### src/rtl/dac_serial_rx_pkg.sv
// Shared definitions for the serial receive path.
//  CS_O_ENABLE : level of cs_i that frames a transfer (shared with the serializer)
//  RX_DW       : default word width
//  rx_state_t  : receiver FSM encoding (RX_IDLE / RX_SHIFT)
package dac_serial_rx_pkg;

    localparam logic CS_O_ENABLE = 1'b0;
    localparam int   RX_DW       = 8;

    typedef enum logic {
        RX_IDLE  = 1'b0,
        RX_SHIFT = 1'b1
    } rx_state_t;

endpackage

### src/rtl/dac_serial_rx_word_buf.sv
// One-entry valid/ready holding buffer for reassembled words.
//  clk_cs, rst  : link clock, async active-high reset
//  word_done    : a complete word is presented on word this cycle
//  word         : completed word
//  rdy_i        : downstream ready
//  data_o       : held word
//  valid_o      : data_o holds an unconsumed word
//  word_cnt_o   : words accepted into the buffer, wraps
//  ovf_o        : 1-cycle pulse, word dropped because buffer full and !rdy_i
module dac_serial_rx_word_buf #(
    parameter int DW  = 8,
    parameter int WCW = 8
) (
    input  logic           clk_cs,
    input  logic           rst,
    input  logic           word_done,
    input  logic [DW-1:0]  word,
    input  logic           rdy_i,
    output logic [DW-1:0]  data_o,
    output logic           valid_o,
    output logic [WCW-1:0] word_cnt_o,
    output logic           ovf_o
);

    logic take;
    logic accept;

    // A word can load into an empty buffer, or into a full one that is
    // draining on this very edge (so valid_o stays high without a bubble).
    assign take   = valid_o && rdy_i;
    assign accept = word_done && (!valid_o || rdy_i);

    always_ff @(posedge clk_cs or posedge rst) begin
        if (rst) begin
            data_o     <= '0;
            valid_o    <= 1'b0;
            word_cnt_o <= '0;
            ovf_o      <= 1'b0;
        end else begin
            ovf_o <= word_done && valid_o && !rdy_i;
            if (accept) begin
                data_o     <= word;
                valid_o    <= 1'b1;
                word_cnt_o <= word_cnt_o + 1'b1;
            end else if (take) begin
                valid_o <= 1'b0;
            end
        end
    end

endmodule

### src/rtl/dac_serial_rx.sv
// Receiver for the chip-select-framed, MSB-first serial link.
// Samples sdi while cs_i frames it, reassembles DW-bit words and hands them
// to a one-entry valid/ready buffer. Flags partial frames and overruns.
//  clk_cs, rst  : link clock, async active-high reset
//  cs_i         : frame select, active at CS_O_ENABLE
//  sdi          : serial data, MSB first
//  rdy_i        : downstream ready
//  data_o       : last completed word
//  valid_o      : data_o unconsumed
//  bit_idx_o    : bits of current word received so far
//  word_cnt_o   : accepted word count, wraps
//  frame_err_o  : 1-cycle pulse, frame ended mid-word
//  ovf_o        : 1-cycle pulse, word dropped on full buffer
// BCW must satisfy 2**BCW > DW.
module dac_serial_rx
    import dac_serial_rx_pkg::*;
#(
    parameter int DW  = RX_DW,
    parameter int BCW = 4,
    parameter int WCW = 8
) (
    input  logic           clk_cs,
    input  logic           rst,
    input  logic           cs_i,
    input  logic           sdi,
    input  logic           rdy_i,
    output logic [DW-1:0]  data_o,
    output logic           valid_o,
    output logic [BCW-1:0] bit_idx_o,
    output logic [WCW-1:0] word_cnt_o,
    output logic           frame_err_o,
    output logic           ovf_o
);

    rx_state_t      state;
    // Only the DW-1 leading bits of a word need storing; the last bit is
    // taken straight from sdi on the completing edge.
    logic [DW-2:0]  shreg;
    logic [BCW-1:0] bit_idx;

    logic           cs_act;
    logic           last_bit;
    logic [BCW-1:0] idx_next;
    logic [DW-1:0]  word;

    assign cs_act   = (cs_i == CS_O_ENABLE);
    assign last_bit = (state == RX_SHIFT) && (bit_idx == BCW'(DW-1));
    assign idx_next = last_bit ? '0 : bit_idx + 1'b1;
    assign word     = {shreg, sdi};

    // IDLE only arms on cs: the transmitter drives its first bit on that same
    // edge, so the first valid sample is one edge later in SHIFT. SHIFT keeps
    // sampling on the edge where cs drops, since that bit was launched while
    // cs was still active.
    always_ff @(posedge clk_cs or posedge rst) begin
        if (rst) begin
            state       <= RX_IDLE;
            shreg       <= '0;
            bit_idx     <= '0;
            frame_err_o <= 1'b0;
        end else begin
            frame_err_o <= 1'b0;
            case (state)
                RX_IDLE: begin
                    if (cs_act) begin
                        state   <= RX_SHIFT;
                        bit_idx <= '0;
                    end
                end
                RX_SHIFT: begin
                    shreg <= word[DW-2:0];
                    if (cs_act) begin
                        bit_idx <= idx_next;
                    end else begin
                        // Leftover bits of a partial word are simply dropped;
                        // the next word rebuilds shreg from scratch.
                        state       <= RX_IDLE;
                        bit_idx     <= '0;
                        frame_err_o <= (idx_next != '0);
                    end
                end
                default: state <= RX_IDLE;
            endcase
        end
    end

    assign bit_idx_o = bit_idx;

    dac_serial_rx_word_buf #(
        .DW  (DW),
        .WCW (WCW)
    ) u_buf (
        .clk_cs     (clk_cs),
        .rst        (rst),
        .word_done  (last_bit),
        .word       (word),
        .rdy_i      (rdy_i),
        .data_o     (data_o),
        .valid_o    (valid_o),
        .word_cnt_o (word_cnt_o),
        .ovf_o      (ovf_o)
    );

endmodule

### config.mk
export PLATFORM = sky130hd
export DESIGN_NAME = dac_serial_rx
export DESIGN_NICKNAME = d
export VERILOG_FILES = /design/src/rtl/dac_serial_rx_pkg.sv /design/src/rtl/dac_serial_rx_word_buf.sv /design/src/rtl/dac_serial_rx.sv
export SDC_FILE = /design/constraint.sdc
export NUM_CORES = 1
export LEC_CHECK = 0
export CORE_UTILIZATION = 50
export DETAILED_ROUTE_END_ITERATION = 12
export PLACE_DENSITY = 0.89
export REMOVE_ABC_BUFFERS = 1
export SYNTH_ARGS = -nofsm -noshare
export SYNTH_HDL_FRONTEND = slang
export SYNTH_HIERARCHICAL = 1
export SYNTH_SLANG_ARGS = --single-unit
### constraint.sdc
create_clock -name clk_cs -period 2.8 [get_ports clk_cs]
set_clock_uncertainty 0.1 [all_clocks]
set_input_delay 0.28 -clock clk_cs [delete_from_list [all_inputs] [get_ports clk_cs]]
set_output_delay 0.28 -clock clk_cs [all_outputs]
set_load 0.02 [all_outputs]
### Word-level counts from Yosys, hierarchy flattened

Index checks and enable logic that the tools add are counted.

| storage, ports and cells | value |
|---|---|
| register bits after elaboration | 31 |
| input bits | 5 |
| output and inout bits | 23 |
| logic and storage cells | 32 |

| cells by class | value |
|---|---|
| $add $sub $neg | 2 |
| eq/ne operators | 2 |
| muxes and demuxes | 9 |
| bitwise logic cells | 1 |
| reduce and logical (&&, ||, !) cells | 10 |

Operators with widths:

| operator | number |
|---|---|
| 2-to-1 mux 4 bit | 3 |
| adder 8 x 1 -> 8 bit (second input constant) | 1 |
| case mux 4 bit (2 select lines) | 1 |
| logical AND 1 bit | 5 |
| 2-to-1 mux 1 bit | 5 |
| adder 4 x 1 -> 4 bit (second input constant) | 1 |
| == test 4 x 3 -> 1 bit (second input constant) | 1 |
| nonzero test 4 bit | 1 |
| zero test 1 bit | 2 |
| != test 2 bit (second input constant) | 1 |
| nonzero test 2 bit | 1 |
| logical OR 1 bit | 1 |
| NOT 1 bit | 1 |

### Longest topological paths before layout

Gate-level depths: netlist of the first run.

| depth | value |
|---|---|
| word-level depth | 6 |
| gate-level depth with buffers | 7 |
| mapped depth without buffers | 6 |

### Cells and area by module

The synthesis of the first run kept the hierarchy.

By module, submodules not included:

| module | times used | cells each | area an instance (um^2) | seq. area each (um^2) |
|---|---|---|---|---|
| dac_serial_rx_word_buf | 1 | 54 | 812.0 | 450.4 |
| dac_serial_rx | 1 | 46 | 549.3 | 325.3 |

### Worst setup path after synthesis of the first run

No wires, ideal clock.

| timing path | value |
|---|---|
| kind | reg2reg |
| start | reg bit_idx[0], in the netlist bit_idx_o[0] |
| end | reg u_buf.data_o[0] |
| library setup time | 0.125 ns |
| arrival time | 1.598 ns |
| data required time | 2.575 ns |
| path slack | 0.977 ns |
| cell stages (with the launch flop) | 8 |
| buffers on the path | 1 |
| clock period less this slack | 1.823 ns |
| path through | dfrtp_1 > ha_1 > nand2_1 > nor2_1 > and2_1 > clkbuf_8 > nand2_8 > mux2_4 |

| between the ends | value |
|---|---|
| longest elaborated chain between the ends | 3 |

Ends and longest elaborated chain:

| element | line | text |
|---|---|---|
| from (decl) | dac_serial_rx.sv:39 | `logic [BCW-1:0] bit_idx;` |
| from (signal assigned) | dac_serial_rx.sv:73 | `bit_idx <= idx_next;` |
| == test 4 x 3 -> 1 bit | dac_serial_rx.sv:47 | `assign last_bit = (state == RX_SHIFT) && (bit_idx == BCW'(DW-1));` |
| logical AND 1 bit | dac_serial_rx.sv:47 |  |
| named net last_bit | dac_serial_rx.sv:42 | `logic last_bit;` |
| logical AND 1 bit | dac_serial_rx_word_buf.sv:31 | `assign accept = word_done && (!valid_o \|\| rdy_i);` |
| to (signal assigned) | dac_serial_rx_word_buf.sv:42 | `data_o <= word;` |
| to (decl) | dac_serial_rx_word_buf.sv:19 | `output logic [DW-1:0] data_o,` |

The timed path passes the listed nets, and every way through them passes these cells.
A chain may end at the register's enable or synchronous reset.

### Final worst setup path of the first run

| timing path | value |
|---|---|
| start | reg bit_idx[0], in the netlist bit_idx_o[0] |
| end | reg u_buf.data_o[6] |

Same word-level chain as after synthesis.

==> results of run 1 <==
[Yosys cell counts (all sizes together) (2+ instances only)]
cell type and number:
dfrtp 31, mux2 16, nand2 10, xnor2 8, inv 4, nand3 4, nor2 4, and3 3
nand4 3, and4 2, buf 2, ha 2, nand2b 2
[layout by cell type (no fill, tap or decap)]
master	instances
nand4_1	3
mux2_1	7
nand2b_4	1
clkbuf_4	5
dfrtp_1	31
clkdlybuf4s50_1	27
inv_1	4
clkinv_2	1
o21ai_1	1
xnor2_1	8
nand3_1	4
nand2_1	9
nand2_8	1
and2_1	1
o32ai_1	1
clkbuf_1	2
and4_1	2
mux2_4	9
and3_1	3
nor2b_1	1
a311o_1	1
a21oi_1	1
ha_1	2
nor4_1	1
o22ai_1	1
nor2_1	4
nand2b_2	1
[report_power, final]
group	switching (mW)	leakage (nW)	internal [mW]	total, mW
clock network	0.142	0.0293	0.0975	0.239
registers	0.0245	0.413	0.477	0.502
logic	0.0289	0.342	0.0332	0.0621
total	0.195	0.784	0.608	0.803
[metrics by stage]
step / worst slack, ns / cells
after detailed placement: 0.8299 / 154
final: 0.8282 / 162
after CTS: 0.8318 / 162
after global placement: 0.9300 / 154
after floorplan: 0.8634 / 97
after global routing: 0.7169 / 162
[cells by family (layout without fill, tap and decap cells)]
| kind of cell | after synthesis | after routing | synth area share |
|---|---|---|---|
| AND/OR/NAND/NOR | 31 | 31 | 0.1360 |
| adder cells (fa/ha/maj) | 2 | 2 | 0.01838 |
| multiplexers | 16 | 16 | 0.1572 |
| AO/OA/AOI/OAI | 5 | 5 | 0.02573 |
| buffers and inverters | 7 | 39 | 0.04136 |
| XOR/XNOR | 8 | 8 | 0.05147 |
| flip-flops | 31 | 31 | 0.5699 |
[critical path: stages, from the launching register on]
cell and delay (ns):
dfrtp_1 0.44, ha_1 0.25, nand2_1 0.09, nor2_1 0.11, and2_1 0.39, nand2_8 0.16
mux2_4 0.33
[state kept, by name, indices dropped and copies added, names as in the netlist]
signal,cells
shreg,7
u_buf/data_o,8
u_buf/word_cnt_o,8
frame_err_o,1
u_buf/ovf_o,1
u_buf/valid_o,1
state,1
bit_idx_o,4
[path summary, 6_finish.rpt]
kind / to / depth (start not counted)
min: shreg[2] / 2
min reg2reg: u_buf/word_cnt_o[7] / 1
min in group clk_cs: u_buf/word_cnt_o[7] / 1
max: u_buf/data_o[6] / 6
max reg2reg: u_buf/data_o[6] / 6
max in group asynchronous: u_buf/word_cnt_o[7] / 2
[area by class of cell]
| cell class | instances | area, um2 |
|---|---|---|
| clock buffer | 7 | 45.04 |
| clock inverter | 1 | 5.005 |
| fill | 198 | 844.6 |
| inverter | 4 | 15.01 |
| multi-input combinational | 62 | 529.3 |
| sequential | 31 | 775.7 |
| tap | 30 | 37.54 |
| timing repair buffer | 27 | 270.3 |
[layer usage]
layer / vias up / routed length, um
met5: - / 0
met4: 0 / 45
met3: 5 / 119
met2: 25 / 1184
met1: 413 / 1007
li1: 409 / -
==> results by stage, run 1 <==
Final layout:
- The post-route core utilization is 0.6652.
- Once layout is done, the placed cells without fillers occupy 1678 um2.
- The area growth from synthesis to layout is 23.25%.
- The share of final-layout standard cells stronger than drive strength 1 is 0.1364.
- In the final design database the tool counted about 140 nets.
- 0 antenna diodes ended up in the layout.

Place:
- The placed instances occupy a cell area of approximately 1600 um2.
- Routability-driven placement finished with a final weighted congestion of 0.7807.
- The port buffer count is 27.
- The half-perimeter wire length of the detailed placement result is around 1.8 mm.

Power and ir drop:
- Power spread over the standard cell area amounts to around 480 nW/um2.
- The total power after layout is ~800 uW.
- VDD sags by at most roughly 0.36 mV.
- The total leakage power is 0.7840 nW.

Clock tree:
- The maximum buffer depth of the clock tree is 2.
- After clock tree synthesis, the flow added hold-fix buffers numbering 0.
- The clock net sink count is 31.
- The register clock-pin slew on the reported worst setup and hold paths is roughly 0.090 ns.
- After clock tree synthesis, the setup repair step added 0 buffers.
- The H-tree was split into 2 levels.
- The clock insertion delay at the later pin of the skew report is 0.33 ns.
- The tree is rooted in a clkbuf_4.
- The post-CTS resize count is 0.
- The clock buffer count from CTS is 5.
- The clock tree from TritonCTS is built.

Floorplanning:
- The core box area is 2522 um2.
- The floorplan step set the die height to about 54 um.
- The die covers around 3000 um2.
- The die is about 54 um wide.
- The floorplan has 18 rows.
- The initial utilization of the core area, before any placement, comes to 0.5397.
- The number of I/O pins is 28.

Routing:
- The average wire per standard cell is roughly 15 um.
- Wires add up to about 2.4 mm.
- The violation count after the first detailed-route iteration is 13.
- Once detail routing completed, the nets flagged for antenna violations numbered 0.
- For this run, design rule violations remaining after detail routing come to 0.
- The average vias per placed instance is between 5 and 6.
- For this block, the via count after detailed routing is 852.
- The number of detailed-routing iterations run before antenna repair is 4.

GRT:
- The met1 demand-to-capacity share in global routing is 0.2040.
- The combined global-route utilization of all metal layers is 0.1914.
- The layer flagged by global routing as most heavily used is met2.
- The number of global-route vias before repair is ~850.
- The total congestion overflow after global routing is 0.
- The first-pass GRT wire length is between 3 and 4 mm.
- The global-route track usage on met3 is 0.06497.
- In the global route stage, met2 resource usage came out at 0.3232.
- The initial antenna violation count is 0.
- Entering global routing, the biggest net connects 19 pins.

STA:
- The transition at the pin with the smallest max-transition slack is around 0.65 ns.
- Setup total negative slack on the finished layout was measured at 0 ns.
- The share of the clock period used by the worst path is 0.7042.
- The time the final worst path needs with I/O delays and setup is 1.972 ns.
- The upper clock frequency limit is 507.1 MHz.
- The max-slew violation count is 0.
- Hold timing on the final database bottoms out at a slack of 0.2128 ns.
- Setup repair after global routing left no endpoint under its margin.
- The setup violation total in the final timing report is 0.
- The relative slew slack is 0.5668.
- The hold violation count in the final report is 0.

Yosys:
- The number of flip-flops and latches in the synthesized netlist is 31.
- The share of the Yosys chip area taken by registers is 0.5699.
- The synthesized area divided by synthesized cell count is 13.61 um2.
- After synthesis, the cell types taking the most area are dfrtp_1 57%, mux2_4 9.9%, mux2_1 5.8%, xnor2_1 5.1%, nand2_1 2.5%.
- Synthesis handed over a netlist of 100 instances.
- The mapped netlist covers approximately 1400 um2.
- In this run, synthesis inferred 0 flip-flops with an integrated enable.
- The fraction of post-synthesis cell area in the top cell type by area is 0.5699.
- For this run, the number of Yosys warnings is 6.
- The synthesized design spends more area on one cell type than any other, namely dfrtp_1.
- The async set-reset flop share out of synthesis is 1.000.
- For this run, the leading register cell type out of synthesis is dfrtp_1.
- The number of different library cells in the post-synthesis netlist is 26.

Worst setup path:
- STA classifies the critical path endpoint as a flip-flop.
- For the worst setup path, the data required time is 2.92 ns.
- The kind of critical path is reg -> reg.
- The data arrival time of the critical path is between 2 and 2.5 ns.
- The startpoint of the worst setup timing path is bit_idx_o[0].
- The worst setup slack for register-to-register paths is 0.83 ns.
- STA classifies the critical path startpoint as a flip-flop.
- The critical-path maximum fanout is 10.
- The startpoint identified for the worst register-to-register timing path is bit_idx_o[0].

Status:
- The flow ran to the end, and the final reports show no timing, DRC or antenna violations.

Job:
- The number of max-capacitance violations reported is 0.

Hold path:
- The tightest min-delay check is of the in -> async type.
No activity file was read; power rests on OpenSTA's default activity.
==> run 2, diff against run 1 <==
==> constraint.sdc (replaced) <==
create_clock -name clk_cs -period 2.1 [get_ports clk_cs]
set_clock_uncertainty 0.1 [all_clocks]
set_input_delay 0.21 -clock clk_cs [delete_from_list [all_inputs] [get_ports clk_cs]]
set_output_delay 0.21 -clock clk_cs [all_outputs]
set_load 0.02 [all_outputs]
==> run 2 against run 1 <==
Worst setup slack worse by 0.56 ns. Sequential share of layout area shrank 0.91 points. Maximum frequency up 7.7%. Die area did not move. Largest power group unchanged.
==> results by stage, run 2 (same netlist as run 1, synthesis figures left out) <==
Status:
- The run finished with clean final reports.

GRT:
- In the global route stage, met3 resource usage came out at 0.08475.
- The number of global-route vias before repair came to between 800 and 900.
- The initial antenna violation count came to 0.
- Across every metal layer, demand over resource in global routing totals 0.1850.
- The most used routing layer is met2.
- The first global-routing pass estimated approximately 3.7 mm of wire.
- For this run, global-route usage on met2 was measured as 0.3130.
- In the global route stage, met1 resource usage came out at 0.2080.
- For this run the aggregate overflow at the end of global routing stands at 0.
- The largest net degree at the start of global routing is 19.

STA:
- The setup violation total in the final timing report is 0.
- For the pin with the worst max-slew slack, the measured transition is roughly 0.64 ns.
- Setup repair after global routing left no endpoint under its margin.
- Dividing the final minimum period by the clock period gives 0.8715.
- The max-slew violation count is 0.
- In this run the tightest slew margin relative to its limit is 0.5742.
- The accumulated negative setup slack is 0 ns.
- The worst-case setup margin in the final layout is around 0.27 ns.
- The hold violation count in the final report is 0.
- The worst path needs roughly 1.8 ns of the cycle, external delays included.
- The upper clock frequency limit is 546.4 MHz.

Final layout:
- Fill cells in the final layout number 199.
- At the end of the flow, the number of nets in the layout was 140.
- Once layout is done, the placed cells without fillers occupy between 1500 and 2000 um2.
- The largest registers in the layout are u_buf/data_o (8), u_buf/word_cnt_o (8), shreg (7).
- Leaving out fill and tap cells, the most frequent cells in the layout are 31 x dfrtp_1, 27 x clkdlybuf4s50_1, 9 x nand2_1, 9 x mux2_4, 8 x xnor2_1.
- The library cell used most frequently in the layout, excluding fill and tap cells, is dfrtp_1.
- In the final layout, flip-flops and latches occupy 775.7 um2.
- Of the cells placed in the final design, the portion with a size suffix greater than 1 is 0.1567.
- The antenna diode count is 0.
- In the final layout, the multi-input gates occupy 529.3 um2.
- The post-synthesis to final-layout area growth is 25.74%.
- At the end of the flow the core is filled with cells to 0.6786.

Clock tree:
- The clock passes through at most 2 buffers.
- The total number of H-tree levels is 2.
- The clock tree from TritonCTS is built.
- Counting every sink on the clock net gives 31.
- Buffers inserted during clock tree synthesis total 5.
- After clock tree synthesis, the flow added hold-fix buffers numbering 0.
- Clock-pin slew was measured on the worst setup and hold paths at approximately 0.09 ns.
- The clock root buffer master is clkbuf_4.
- At the later pin of the worst-skew pair, clock insertion delay measures 0.32 ns.
- The post-CTS resize count is 0.
- The post-CTS setup-driven buffer insertion count is 0.

Power and ir drop:
- The net switching component of the power is about 260 uW.
- The total power after layout is 1.135 mW.
- The internal power of the cells is approximately 900 uW.
- Of the total power, the share spent switching nets is 0.2267.
- The share of total power dissipated in the clock network is 0.339.
- The power per cell area is roughly 660 nW/um2.
- Across the VDD grid, the largest voltage drop is 0.5873 mV.
- The total leakage power is roughly 0.80 nW.
- The sequential fraction of design power is 0.587.
- Of the total power, combinational logic draws 0.074.

Floorplanning:
- Measured along the x axis, the die boundary spans ~54 um.
- The effective utilization at floorplan is 0.5397.
- Row generation in the floorplan step produced 18 rows.
- The die covers slightly below 3000 um2.
- After floorplanning, the core was sized to cover ~2500 um2.
- The number of I/O pins is 28.
- From bottom edge to top edge, the die measures roughly 54 um.

Place:
- Once detailed placement completed, the half-perimeter wirelength came to approximately 1.7 mm.
- Buffers placed on the I/O ports in this run total 27.
- The worst slack at placement is roughly 0.31 ns.
- The placed instances occupy a cell area of approximately 1600 um2.
- The last weighted congestion value of the routability-driven placer is between 0.7 and 0.8.

Worst setup path:
- The data required time of the critical path is between 2 and 2.5 ns.
- The critical path endpoint category is a flip-flop.
- Of all nets on the critical path, the largest fanout is 7.
- The kind of launch point of the worst setup path is a flip-flop.
- The data arrival time of the critical path is between 1.5 and 2 ns.
- The critical path in this run is classified as reg -> reg.

Hold path:
- In this run the worst hold path is classified as in -> async.

Routing:
- In this run, the number of DRC markers left after iteration 0 of detailed routing was 19.
- The total via count after detailed routing is a little under 900.
- In the routed layout, each cell is associated on average with a via count of about 5.3.
- The number of design rule violations left after detail routing is 0.
- The first detailed-routing pass ran for 4 iterations.
- The count of nets left with antenna violations once routing finished came out at 0.
- Wires add up to roughly 2.3 mm.
- In the final routed layout, each cell accounts on average for around 14 um.

Job:
- Max-cap violations in this run came to 0.
[run 2: cell types whose count changed in the layout (fill, tap and decap cells not counted)]
cell,previous run,this run
buf_4,0,2
clkbuf_8,0,2
clkbuf_1,2,1
clkinv_2,1,0
[run 2: layout make-up]
type / count / area share
sequential: 31 / 0.4532
timing repair buffer: 29 / 0.1667
multi-input combinational: 62 / 0.3092
clock buffer: 8 / 0.04020
inverter: 4 / 0.008772
tap: 30 / 0.02193
[run 2: power by group through the flow]
stage                     registers [mW]  logic (mW)  clock network [mW]
after CTS                          0.667      0.0867               0.397
after floorplan                    0.678      0.0458                   0
final                              0.666      0.0841               0.385
after global routing               0.674      0.0941               0.422
after detailed placement           0.679      0.0863                   0
after global placement             0.675      0.0829                   0
[run 2: metal layers]
layer / wire length, um / vias to the layer above / share of wire
met2: 1173 / 27 / 0.51
met4: 17 / 0 / 0.0074
li1: - / 411 / -
met1: 965 / 437 / 0.42
met5: 0 / - / 0
met3: 132 / 2 / 0.058
[run 2: critical path: stages (launching register included)]
cell and delay [ns]:
dfrtp_1 0.45, ha_1 0.24, nand2_1 0.08, nor2_1 0.12, and2_1 0.26, buf_4 0.19, nand4_1 0.12, xnor2_1 0.15
[run 2: path summary, 6_finish.rpt]
path | start | to | slack (ns) | cells after the start
min | rst | state | 0.15 | 2
min in group clk_cs | u_buf/word_cnt_o[7] | u_buf/word_cnt_o[7] | 0.37 | 1
max in group asynchronous | rst | u_buf/valid_o | 1.26 | 2
max reg2reg | bit_idx_o[0] | u_buf/word_cnt_o[6] | 0.27 | 7
max | bit_idx_o[0] | u_buf/word_cnt_o[6] | 0.27 | 7
min reg2reg | u_buf/word_cnt_o[7] | u_buf/word_cnt_o[7] | 0.37 | 1
[run 2: stage by stage]
step	hold slack, ns	std cells
2_1_floorplan	-0.01304	97
3_3_place_gp	0.3609	156
3_5_place_dp	0.3619	156
4_1_cts	0.1480	164
5_1_grt	0.1716	164
6_report	0.1502	164
==> run 3, diff against run 2 <==
==> constraint.sdc (replaced) <==
create_clock -name clk_cs -period 1.7 [get_ports clk_cs]
set_clock_uncertainty 0.1 [all_clocks]
set_input_delay 0.17 -clock clk_cs [delete_from_list [all_inputs] [get_ports clk_cs]]
set_output_delay 0.17 -clock clk_cs [all_outputs]
set_load 0.02 [all_outputs]
==> run 3 against run 2 <==
Sequential power rose by 23%. Highest routed layer unchanged. Largest cell class unchanged. Register-to-register slack got worse by 0.22 ns. Worst hold slack got worse by 0.067 ns. Largest power group unchanged.
==> results by stage, run 3 (same netlist as run 1, synthesis figures left out) <==
Floorplanning:
- During I/O placement, the number of pins put on the boundary was 28.
- The effective utilization at floorplan is 0.5397.
- The die boundary width is approximately 54 um.
- The die is 54.18 um tall.
- In this run the standard cell core region covers between 2000 and 3000 um2.
- The floorplan die area is 2935 um2.
- Row generation in the floorplan step produced 18 rows.

Final layout:
- Once layout is complete, the cells apart from fillers number 169.
- In the layout the commonest cells are 31 x dfrtp_1, 18 x clkdlybuf4s50_1, 9 x nand2_1, 9 x mux2_4, 8 x xnor2_1.
- The post-route core utilization is 0.7044.
- At the end of the flow, the number of nets in the layout was roughly 150.
- The post-synthesis to final-layout area growth is 30.51%.
- In the final layout, the registers with the most flip-flops are u_buf/data_o (8), u_buf/word_cnt_o (8), shreg (7).
- The commonest non-fill, non-tap cell in the layout is dfrtp_1.
- In the final layout, the share of cells above drive strength 1 is 0.2014.
- The antenna diode count is 0.

GRT:
- The number of global-route vias before repair is approximately 850.
- The initial antenna violation count is 0.
- The first global-routing pass estimated 3.663 mm of wire.
- The total congestion overflow after global routing is 0.
- In the global route stage, overall resource usage came out at 0.1878.
- The largest net degree at the start of global routing is 19.

Routing:
- Dividing the detail-routed via count by the number of cells gives between 5 and 6.
- The average wire per standard cell is between 10 and 15 um.
- The detail route stage leaves a number of antenna-violating nets equal to 0.
- Wires add up to about 2.5 mm.
- The first routing iteration left 14 violations.
- The routed layout has 919 vias.
- The number of design rule violations left after detail routing is 0.
- For this run, the detailed router's first-pass iteration total came to 4.

Clock tree:
- For the worst-skew pair, the clock arrives at the later sink with an insertion delay of 0.34 ns.
- The maximum buffer depth of the clock tree is 2.
- The H-tree was split into 2 levels.
- Clock tree synthesis found a total of 31 sinks.
- The clock tree from TritonCTS is built.
- The post-CTS setup-driven buffer insertion count is 0.
- Hold repair after CTS inserted 0 buffers.
- The clock root buffer master is clkbuf_4.
- The clock buffer count from CTS is 5.
- The register clock-pin slew on the reported worst setup and hold paths is around 0.1 ns.

Worst setup path:
- STA classifies the critical path endpoint as a flip-flop.
- At the worst endpoint, the arrival time is about 1.8 ns.
- The data required time of the critical path is 1.83 ns.
- The kind of launch point of the worst setup path is a flip-flop.
- The kind of critical path is reg -> reg.
- Along the worst path, the maximum fanout reaches 7.
- The slowest stage of the critical path is the dfrtp_1 cell.
- The signal on the critical path passes through ha_1 > nand2_1 > nor2_1 > and2_4 > buf_4 > nand4_1 > xnor2_1.
- The maximum single-stage delay on the critical path is about 0.37 ns.
- Grouping stages by cell kind, the critical path spends the most delay in simple AND/OR/NAND/NOR gates.
- The number of buffers and inverters on the critical path is 1.

Power and ir drop:
- The share of total power dissipated in the clock network is 0.392.
- The analysis attributes to net switching a power of ~340 uW.
- VDD sags by at most approximately 0.92 mV.
- The power per cell area is ~860 nW/um2.
- The sequential fraction of design power is 0.532.
- Internal power comes to between 1 and 1.5 mW.
- The share of total power dissipated in combinational logic is 0.076.
- The total leakage power is about 0.95 nW.
- Of the total power, the share spent switching nets is 0.2224.

STA:
- The accumulated negative setup slack is 0 ns.
- Timing would allow up to between 600 and 700 MHz.
- The max-slew violation count is 0.
- The hold violation count in the final report is 0.
- The time the final worst path needs with I/O delays and setup is around 1.6 ns.
- Setup violations remaining at the end of the flow were counted as 0.
- The worst hold slack is around 0.084 ns.
- The transition at the pin with the smallest max-transition slack is approximately 0.48 ns.
- The relative slew slack is 0.6806.
- The share of the clock period used by the worst path is 0.9693.

Place:
- The half-perimeter wire length of the detailed placement result is about 1.7 mm.
- The port buffer count is 27.
- The last weighted congestion value of the routability-driven placer is ~0.8.
- The number of placed cells counting well taps is about 160.

Status:
- The run finished with clean final reports.

Job:
- The number of max-capacitance violations reported is 0.

Hold path:
- The min-delay analysis places its worst path in the category in -> async.
==> run 3: final cells by class <==
cell class	count	area, um2
inverter	4	15.01
multi-input combinational	62	531.8
timing repair buffer	34	330.3
clock inverter	2	35.03
tap	30	37.54
clock buffer	6	51.30
sequential	31	775.7
fill	185	745.7
==> run 3: worst reg2reg max path: stages, from the launching register on <==
cell and delay (ns):
dfrtp_1 0.37, ha_1 0.18, nand2_1 0.07, nor2_1 0.18, and2_4 0.21, buf_4 0.16, nand4_1 0.12, xnor2_1 0.15
==> run 3: path summary, 6_finish.rpt <==
path	from	endpoint	slack (ns)	depth (start not counted)
worst max-delay path	bit_idx_o[0]	u_buf/word_cnt_o[6]	0.05	7
worst min-delay path	rst	u_buf/word_cnt_o[1]	0.08	3
worst max register to register	bit_idx_o[0]	u_buf/word_cnt_o[6]	0.05	7
worst min register to register	u_buf/word_cnt_o[7]	u_buf/word_cnt_o[7]	0.39	1
max in group asynchronous	rst	shreg[5]	1.08	2
min in group clk_cs	u_buf/word_cnt_o[7]	u_buf/word_cnt_o[7]	0.39	1
==> run 3: power groups by stage <==
stage,Sequential [mW],Clock [mW],Combinational [mW]
2_1_floorplan,0.838,0,0.0566
3_3_place_gp,0.830,0,0.116
3_5_place_dp,0.834,0,0.121
4_1_cts,0.819,0.613,0.119
5_1_grt,0.827,0.640,0.128
6_report,0.818,0.601,0.117
==> run 3: what timing repair did <==
item | in CTS | in global routing
endpoints found under the setup margin | 4 | 20
gates resized for setup | 4 | 7
cloned | 0 | 0
==> run 3: metrics by stage <==
step                setup slack, ns  cell area, um2  power [mW]
detailed placement          0.05590            1680      0.9551
global route               -0.01984            1777       1.595
global placement             0.1201            1680      0.9465
CTS                       0.0007777            1762       1.550
floorplan                   -0.2366            1320      0.8942
finish                      0.05224            1777       1.536
==> run 3: layer usage <==
layer / part of all wire / up-vias / global-route usage
met3: 0.052 / 5 / 0.05085
met2: 0.50 / 33 / 0.2947
met5: 0 / - / 0
met4: 0.014 / 0 / 0.1282
met1: 0.44 / 457 / 0.2222
li1: - / 424 / -
